`config.mk`:
```
export PLATFORM = sky130hd
export DESIGN_NAME = ps2_rx_ctrl
export DESIGN_NICKNAME = d
export VERILOG_FILES = /design/src/rtl/ps2_ctrl_pkg.sv /design/src/rtl/ps2_event_buf.sv /design/src/rtl/ps2_rx_ctrl.sv
export SDC_FILE = /design/constraint.sdc
export NUM_CORES = 1
export LEC_CHECK = 0
export ABC_AREA = 1
export CORE_MARGIN = 5
export CORE_UTILIZATION = 60
export CTS_CLUSTER_SIZE = 30
export DETAILED_ROUTE_END_ITERATION = 8
export PLACE_DENSITY = 0.82
export SLEW_MARGIN = 10
export SYNTH_ARGS = -nofsm -noshare
export SYNTH_HDL_FRONTEND = slang
export SYNTH_SLANG_ARGS = --single-unit
export TNS_END_PERCENT = 50
```
`constraint.sdc`:
```
create_clock -name clk -period 3.9 [get_ports clk]
set_input_delay 0.78 -clock clk [delete_from_list [all_inputs] [get_ports clk]]
set_output_delay 0.78 -clock clk [all_outputs]
set_load 0.01 [all_outputs]
```
`src/rtl/ps2_ctrl_pkg.sv`:
```
// Shared types and scan-code constants for the PS/2 receive sequencer.
package ps2_ctrl_pkg;

  typedef enum logic [2:0] {
    ST_IDLE     = 3'd0,
    ST_PRE_E0   = 3'd1,
    ST_PRE_F0   = 3'd2,
    ST_PRE_E0F0 = 3'd3,
    ST_RECOVER  = 3'd4
  } state_t;

  localparam logic [7:0] SC_EXT  = 8'hE0;
  localparam logic [7:0] SC_BRK  = 8'hF0;
  localparam logic [7:0] SC_BAT  = 8'hAA;
  localparam logic [7:0] SC_ACK  = 8'hFA;
  localparam logic [7:0] SC_ERR0 = 8'h00;
  localparam logic [7:0] SC_ERR1 = 8'hFF;

  function automatic logic is_err(input logic [7:0] b);
    return (b == SC_ERR0) || (b == SC_ERR1);
  endfunction

  function automatic logic is_prefix(input logic [7:0] b);
    return (b == SC_EXT) || (b == SC_BRK);
  endfunction

endpackage

```
`src/rtl/ps2_event_buf.sv`:
```
// One-entry key event buffer with valid/ack handshake and sticky overrun flag.
module ps2_event_buf (
  input  logic       clk,
  input  logic       reset,
  input  logic       emit,
  input  logic [7:0] ev_code,
  input  logic       ev_ext,
  input  logic       ev_brk,
  input  logic       key_ack,
  output logic [7:0] key_code,
  output logic       key_ext,
  output logic       key_brk,
  output logic       key_valid,
  output logic       overrun
);

  always_ff @(posedge clk or negedge reset) begin
    if (!reset) begin
      key_code  <= 8'h00;
      key_ext   <= 1'b0;
      key_brk   <= 1'b0;
      key_valid <= 1'b0;
      overrun   <= 1'b0;
    end else if (emit) begin
      // An ack in the same cycle frees the slot for the incoming event.
      if (!key_valid || key_ack) begin
        key_code  <= ev_code;
        key_ext   <= ev_ext;
        key_brk   <= ev_brk;
        key_valid <= 1'b1;
      end else begin
        overrun <= 1'b1;
      end
    end else if (key_ack && key_valid) begin
      key_valid <= 1'b0;
    end
  end

endmodule

```
`src/rtl/ps2_rx_ctrl.sv`:
```
// PS/2 receive sequencer: scan-code prefix parser, inter-byte watchdog,
// receiver recovery reset and a one-entry key event buffer.
//
// state       | meaning
// ------------+------------------------------------------------------
// ST_IDLE     | waiting for first byte of a scan-code sequence
// ST_PRE_E0   | E0 seen, waiting for F0 or final code
// ST_PRE_F0   | F0 seen, waiting for final code
// ST_PRE_E0F0 | E0 F0 seen, waiting for final code
// ST_RECOVER  | receiver held in reset for RST_LEN cycles
module ps2_rx_ctrl #(
  parameter int TIMEOUT_CYC = 5000000,
  parameter int RST_LEN     = 16,
  parameter int CNT_W       = 23
) (
  input  logic       clk,
  input  logic       reset,
  input  logic       enable,
  input  logic       rx_done_tick,
  input  logic [7:0] rx_dout,
  output logic       rx_en,
  output logic       rx_rst,
  output logic [7:0] key_code,
  output logic       key_ext,
  output logic       key_brk,
  output logic       key_valid,
  input  logic       key_ack,
  output logic       overrun
);
  import ps2_ctrl_pkg::*;

  localparam logic [CNT_W-1:0] TO_LAST  = CNT_W'(TIMEOUT_CYC - 1);
  localparam logic [CNT_W-1:0] RST_LAST = CNT_W'(RST_LEN - 1);

  state_t           state_q, state_d;
  logic [CNT_W-1:0] wdog_q, wdog_d;
  logic             emit, ev_ext, ev_brk;

  always_ff @(posedge clk or negedge reset) begin
    if (!reset) begin
      state_q <= ST_IDLE;
      wdog_q  <= '0;
      rx_en   <= 1'b0;
    end else begin
      state_q <= state_d;
      wdog_q  <= wdog_d;
      rx_en   <= enable && (state_d != ST_RECOVER);
    end
  end

  // The watchdog counter doubles as the recovery-length timer.
  always_comb begin
    state_d = state_q;
    wdog_d  = '0;
    if (state_q == ST_RECOVER) begin
      if (wdog_q == RST_LAST) state_d = ST_IDLE;
      else                    wdog_d  = wdog_q + CNT_W'(1);
    end else if (!enable) begin
      state_d = ST_IDLE;
    end else if (rx_done_tick) begin
      case (state_q)
        ST_IDLE: begin
          if      (rx_dout == SC_EXT) state_d = ST_PRE_E0;
          else if (rx_dout == SC_BRK) state_d = ST_PRE_F0;
          else if (is_err(rx_dout))   state_d = ST_RECOVER;
        end
        ST_PRE_E0: begin
          if      (rx_dout == SC_BRK) state_d = ST_PRE_E0F0;
          else if (is_err(rx_dout))   state_d = ST_RECOVER;
          else                        state_d = ST_IDLE;
        end
        default: begin
          if (is_err(rx_dout) || is_prefix(rx_dout)) state_d = ST_RECOVER;
          else                                        state_d = ST_IDLE;
        end
      endcase
    end else if (state_q != ST_IDLE) begin
      if (wdog_q == TO_LAST) state_d = ST_RECOVER;
      else                   wdog_d  = wdog_q + CNT_W'(1);
    end
  end

  always_comb begin
    rx_rst = (state_q == ST_RECOVER);
    emit   = 1'b0;
    ev_ext = 1'b0;
    ev_brk = 1'b0;
    if (enable && rx_done_tick) begin
      case (state_q)
        ST_IDLE: begin
          emit = !(is_prefix(rx_dout) || is_err(rx_dout) ||
                   rx_dout == SC_BAT || rx_dout == SC_ACK);
        end
        ST_PRE_E0: begin
          emit   = !(rx_dout == SC_BRK || is_err(rx_dout));
          ev_ext = 1'b1;
        end
        ST_PRE_F0: begin
          emit   = !(is_err(rx_dout) || is_prefix(rx_dout));
          ev_brk = 1'b1;
        end
        ST_PRE_E0F0: begin
          emit   = !(is_err(rx_dout) || is_prefix(rx_dout));
          ev_ext = 1'b1;
          ev_brk = 1'b1;
        end
        default: emit = 1'b0;
      endcase
    end
  end

  ps2_event_buf u_buf (
    .clk       (clk),
    .reset     (reset),
    .emit      (emit),
    .ev_code   (rx_dout),
    .ev_ext    (ev_ext),
    .ev_brk    (ev_brk),
    .key_ack   (key_ack),
    .key_code  (key_code),
    .key_ext   (key_ext),
    .key_brk   (key_brk),
    .key_valid (key_valid),
    .overrun   (overrun)
  );

endmodule

```
==> results of run 1 <==
-- routing by layer --
| metal | GRT usage [%] | up-vias |
|---|---|---|
| li1 | - | 1032 |
| met1 | 28.29 | 893 |
| met2 | 31.12 | 48 |
| met3 | 4.769 | 5 |
| met4 | 7.516 | 0 |
| met5 | 0 | - |
-- sequential cells by signal, summed over array words and instances, names as in the netlist --
signal	count
rx_en	1
state_q	3
u_buf.key_brk	1
u_buf.key_code	8
u_buf.key_ext	1
u_buf.key_valid	1
u_buf.overrun	1
wdog_q	23
-- report_power, final --
group	internal [mW]	switching [mW]	total, mW
sequential	0.476	0.0416	0.518
clock	0.126	0.138	0.264
combinational	0.176	0.221	0.398
total	0.778	0.401	1.18
-- cell usage after synthesis (2+ instances only) --
| cell | instances |
|---|---|
| o21ai_0 | 6 |
| nor3_2 | 2 |
| nor3_1 | 7 |
| nand2_2 | 5 |
| o21ai_1 | 5 |
| nand3_1 | 20 |
| nor2_4 | 2 |
| inv_1 | 39 |
| nand2_1 | 84 |
| nand4_1 | 5 |
| nand2_4 | 2 |
| nor2_2 | 6 |
| nor4_1 | 3 |
| nor2_1 | 57 |
| a21oi_1 | 5 |
| dfrtp_1 | 39 |
| xor2_1 | 12 |
| xnor2_1 | 2 |
-- area by class of cell --
class	count	area, µm²	share of cell area [%]
Clock buffer	7	76.32	2.871
Clock inverter	1	5.005	0.1882
Inverter	40	150.1	5.647
Multi-Input combinational cell	230	1136	42.73
Sequential cell	39	975.9	36.71
Tap cell	48	60.06	2.259
Timing Repair Buffer	26	255.2	9.600
-- kinds of logic (layout without fill, tap and decap cells) --
group	count (synthesis)	after routing	synth area share (%)
buffers and inverters	42	74	7.405
flip-flops	39	39	42.79
XOR/XNOR	14	14	5.376
adder cells (fa/ha/maj)	1	1	0.5485
AO/OA/AOI/OAI	18	18	4.114
AND/OR/NAND/NOR	197	197	39.77
-- layout by cell type, fill, tap and decap left out --
cell type	instances
o21bai_1	1
a21oi_1	5
dfrtp_1	39
o21ai_0	6
nand2_2	5
nand4_1	5
nor2_4	2
nand2_4	2
nor3_1	7
nand2_1	84
a31oi_1	1
nand3_1	20
o21ai_1	5
nor3b_1	1
nor2_1	57
nand4_4	1
nor4_1	3
inv_2	1
clkbuf_1	2
buf_2	1
inv_1	39
nor2_8	1
clkdlybuf4s50_1	25
clkinv_2	1
nor2_2	6
nand3_2	1
clkbuf_8	5
ha_1	1
xor2_1	12
nor3_2	2
xnor2_1	2
-- worst max-delay path, delay by kind of cell, from the launching register on --
kind	cells	cell delay [ns]
and+or+nand+nor	2	0.17
DFF	1	0.44
buffers and inverters	2	0.63
-- metrics by stage --
step	setup WS (ns)	hold WS (ns)	total power, mW
2_1_floorplan	2.114	0.4312	0.7473
3_3_place_gp	1.452	0.4530	0.9158
3_5_place_dp	1.392	0.4582	0.9261
4_1_cts	1.575	0.4761	1.186
5_1_grt	1.493	0.5060	1.263
6_report	1.583	0.4733	1.179
-- worst paths after layout --
| path | to | cells past startpoint | slack [ns] | from |
|---|---|---|---|---|
| max in group asynchronous | wdog_q[10] | 1 | 2.77 | reset |
| min in group asynchronous | wdog_q[22] | 1 | 0.60 | reset |
| setup / recovery | rx_rst | 4 | 1.58 | state_q[1] |
| hold / removal | u_buf.key_code[1] | 2 | 0.47 | u_buf.key_code[1] |
| setup reg to reg | wdog_q[10] | 10 | 1.99 | wdog_q[0] |
| hold reg to reg | u_buf.key_code[1] | 2 | 0.47 | u_buf.key_code[1] |
==> run_results.csv, run 1 <==
group,metric,value,unit
clock_network,cts-root-buf,"clkbuf_8",
clock_network,tritoncts,"built",
place,hpwlAfterDp,3668,µm
power,leakagePower,1.332,nW
route,ant_nets,0,
route,drt_wl_total,4801,µm
place,placement.io_buffers,26,
die,die_h,71.66,µm
logic_synthesis,synthFlopType,"dfrtp_1",
logic_synthesis,synth-seq-cells,39,
setup_path,path_class,"reg2out",
logic_synthesis,seq_area_frac_synth,42.79,%
route,via_per_inst,5.059,
sta,finalMaxSlewViolations,0,
clock_network,htree_levels,2,
route,first_iter_violations,127,
die,io_pins,27,
route,wire_per_inst,12.28,µm
setup_path,worstPathMaxFanout,5,
logic_synthesis,yosysTopAreaCell,"dfrtp_1",
clock_network,cts_hold_buf,0,
sta,finalHoldViolCount,0,
grt,grt_first_pass_wirelength,8259,µm
sta,rsz0062_at_grt,"no",
logic_synthesis,synthTopCellsByArea,"dfrtp_1 (43%), nand2_1 (14%), nor2_1 (9.4%), inv_1 (6.4%), xor2_1 (4.6%)",
sta,tns,0,ns
setup_path,crit_slowest_cell,"clkdlybuf4s50_1",
logic_synthesis,synth_area,0.002281,mm²
sta,fin_worst_skew,0.006014,ns
power,pwr_density_cell,443.5,mW/mm²
route,route.detailed.drc,0,
die,dieArea,0.005134,mm²
cells_and_area,final.fill_count,294,
sta,period_share,59.42,%
logic_synthesis,syn_avg_cell_area,7.334,µm²
route,first_pass_iters,4,
cells_and_area,layout.nets,356,
job,maxCapViolCount,0,
setup_path,path_cells,"nor2_1 -> nand2_1 -> inv_1 -> clkdlybuf4s50_1",
cells_and_area,final_cells,391,
die,rows,22,
route,highest_layer,"met4",
clock_network,clkSinkCount,39,
sta,setup_viol,0,
cells_and_area,drive_gt1_share,8.163,%
setup_path,worstPathRequired,3.12,ns
logic_synthesis,mappedNetlistNets,325,
sta,timing.fmax,0.4315,GHz
logic_synthesis,netlist_instances,311,
route,wl_met1,2377,µm
cells_and_area,fin_util,72.62,%
setup_path,critical_path.endpoint_type,"primary output",
die,coreArea,0.003661,mm²
grt,overflow,0,
clock_network,clockBufferDepth,2,
setup_path,crit_path_max_incr_delay,0.54,ns
outcome,outcome,"finished, final reports clean",
logic_synthesis,yosysTopAreaCellShare,42.79,%
clock_network,cts_inserted_buffers,5,
grt,grt_pass1_vias,1873,
logic_synthesis,yosys_warnings,0,
grt,track_usage,20.41,%
route,detailroute.via_count,1978,
route,dr_wl_met2,2152,µm
place,gp_congestion,0.8748,
place,place_inst,383,
logic_synthesis,synth_edf_count,0,
cells_and_area,antenna_cells,0,
die,initial_core_util,62.30,%
logic_synthesis,ys_types,28,
grt,grt_start_max_net_pins,40,
cells_and_area,syn2layout_area_growth,16.57,%
clock_network,cts_setup_buffers,0,
grt,antenna_found_initial,0,
place,postPlaceCellArea,0.002577,mm²
logic_synthesis,synth-async-reset-ratio,100.0,%
power,peakVddDrop,279.4,µV
sta,period_needed,2.317,ns
setup_path,crit_path_start_kind,"flop",
die,die_x,71.66,µm
cells_and_area,final_area,0.002659,mm²
sta,worst_pin_slew,0.8602,ns
route,wl_met3,235,µm
min_path,worst_hold_path_type,"reg2reg",
clock_network,insertion_delay,0.29,ns
clock_network,cts-resized-gates,0,
clock_network,clk_pin_slew_worst_paths,0.08,ns
sta,slew_headroom,42.65,%
setup_path,crit_arrival,1.54,ns
Note: power is estimated with default switching activity, not from simulation.
==> inputs of run 2 (changes only) <==
--- a/config.mk
+++ b/config.mk
@@ -7,10 +7,10 @@
 export LEC_CHECK = 0
 export ABC_AREA = 1
 export CORE_MARGIN = 5
-export CORE_UTILIZATION = 60
+export CORE_UTILIZATION = 56
 export CTS_CLUSTER_SIZE = 30
 export DETAILED_ROUTE_END_ITERATION = 8
-export PLACE_DENSITY = 0.82
+export PLACE_DENSITY = 0.77
 export SLEW_MARGIN = 10
 export SYNTH_ARGS = -nofsm -noshare
 export SYNTH_HDL_FRONTEND = slang
==> constraint.sdc (replaced) <==
create_clock -name clk -period 2.3 [get_ports clk]
set_input_delay 0.46 -clock clk [delete_from_list [all_inputs] [get_ports clk]]
set_output_delay 0.46 -clock clk [all_outputs]
set_load 0.01 [all_outputs]
==> run 2 against run 1 <==
  * Sequential share of layout area down 1.1 points
  * Design area up 3.0%
  * Global-route usage down 0.70 points
  * Combinational power up 76%
  * Hold slack worse by 0.20 ns
  * Via count up 1.8%
  * Cell count up 1.3%
  * Sequential power up 69%
  * First-iteration DRC count up 67%
  * Sequential cell count unchanged
  * Register-to-register slack worse by 1.5 ns
  * Setup slack worse by 1.3 ns
  * Critical path type unchanged
==> run_results.csv, run 2 (synthesis results as in run 1) <==
group,metric,value,unit
clock_network,cts-root-buf,"clkbuf_8",
clock_network,cts_setup_buffers,0,
cells_and_area,final.fill_count,356,
setup_path,path_cells,"nor2_1 -> nand2_1 -> inv_1 -> clkdlybuf4s50_1",
die,rows,23,
sta,tns,0,ns
clock_network,cts-resized-gates,0,
cells_and_area,fin_util,68.97,%
die,coreArea,0.003971,mm²
power,peakVddDrop,499.0,µV
clock_network,insertion_delay,0.30,ns
outcome,outcome,"finished, final reports clean",
min_path,worst_hold_path_type,"in2async",
clock_network,cts_inserted_buffers,5,
setup_path,crit_buf_inv,2,
setup_path,path_class,"reg2out",
cells_and_area,drive_gt1_share,9.538,%
cells_and_area,antenna_cells,0,
setup_path,worstPathMaxFanout,5,
setup_path,crit_path_max_incr_delay,0.54,ns
cells_and_area,syn2layout_area_growth,20.08,%
power,leakagePower,1.368,nW
cells_and_area,final_common_cell,"nand2_1",
sta,rsz0062_at_grt,"no",
route,wl_met1,2336,µm
sta,period_needed,2.022,ns
route,first_iter_violations,212,
job,maxCapViolCount,0,
route,drt_wl_total,4907,µm
grt,grt_pass1_vias,1948,
route,detailroute.via_count,2014,
route,highest_layer,"met4",
setup_path,cpLargestDelayFamily,"buffers and inverters",
die,die_h,73.82,µm
cells_and_area,reg_top3,"wdog_q: 23 flops, u_buf.key_code: 8 flops, state_q: 3 flops",
clock_network,htree_levels,2,
clock_network,clockBufferDepth,2,
place,placement.io_buffers,26,
route,ant_nets,0,
sta,worst_pin_slew,0.8603,ns
route,wl_met3,317,µm
grt,grt_first_pass_wirelength,8480,µm
route,wire_per_inst,12.39,µm
cells_and_area,largest_reg_flops,23,
setup_path,worstPathRequired,1.84,ns
clock_network,tritoncts,"built",
grt,track_usage,19.71,%
cells_and_area,layout.nets,359,
die,die_x,73.82,µm
setup_path,critical_path.endpoint_type,"primary output",
sta,timing.fmax,0.4945,GHz
die,initial_core_util,57.44,%
clock_network,clk_pin_slew_worst_paths,0.08,ns
sta,slew_headroom,42.65,%
grt,overflow,0,
place,hpwlAfterDp,3669,µm
clock_network,cts_hold_buf,0,
place,gp_congestion,0.8645,
grt,grt_start_max_net_pins,40,
die,dieArea,0.005449,mm²
clock_network,clkSinkCount,39,
grt,antenna_found_initial,0,
route,first_pass_iters,4,
sta,finalHoldViolCount,0,
sta,finalMaxSlewViolations,0,
die,io_pins,27,
route,via_per_inst,5.086,
setup_path,crit_arrival,1.56,ns
sta,fin_worst_skew,0.006360,ns
sta,setup_viol,0,
cells_and_area,regMostFlops,"wdog_q",
route,route.detailed.drc,0,
setup_path,crit_path_start_kind,"flop",
route,dr_wl_met2,2226,µm
cells_and_area,layout_common_cells,"nand2_1 (84), nor2_1 (57), inv_1 (39), dfrtp_1 (39), clkdlybuf4s50_1 (25)",
sta,period_share,87.92,%
setup_path,crit_slowest_cell,"clkdlybuf4s50_1",
power,pwr_density_cell,825.0,mW/mm²
==> run 2: worst paths after layout <==
check	start	end	slack (ns)	depth (start not counted)
setup / recovery	state_q[1]	rx_rst	0.28	4
hold / removal	reset	wdog_q[13]	0.27	1
setup reg to reg	wdog_q[0]	wdog_q[20]	0.47	11
hold reg to reg	wdog_q[0]	wdog_q[0]	0.48	1
max in group asynchronous	reset	u_buf.key_valid	1.49	1
min in group clk	wdog_q[0]	wdog_q[0]	0.48	1
==> run 2: stage by stage <==
step	hold WS [ns]	std cells	area, µm²	total power, mW	setup WS (ns)
floorplan	0.1644	311	2281	1.267	0.7624
global placement	0.4573	388	2603	1.578	0.1776
detailed placement	0.4630	388	2603	1.595	0.1330
CTS	0.3026	396	2739	2.279	0.2968
global route	0.3405	396	2739	2.409	0.2051
finish	0.2713	396	2739	2.259	0.2779
==> run 2: metal layers <==
metal | vias up | GRT usage [%]
met3 | 4 | 4.788
met2 | 52 | 29.33
met5 | - | 0
met4 | 0 | 4.628
li1 | 1038 | -
met1 | 920 | 28.87
==> run 2: final cells by class <==
class	count	area [µm²]	share of cell area, %
multi-input combinational	230	1136	41.48
sequential	39	975.9	35.63
timing repair buffer	29	277.8	10.14
inverter	40	150.1	5.482
clock buffer	5	68.82	2.513
clock inverter	3	67.56	2.467
tap	50	62.56	2.284
==> run 2: power breakdown <==
group	switching, mW	leakage [nW]	internal [mW]	total (mW)
Combinational	0.389	0.781	0.313	0.702
Clock	0.251	0.0644	0.433	0.683
Sequential	0.0669	0.522	0.807	0.874
Total	0.706	1.37	1.55	2.26
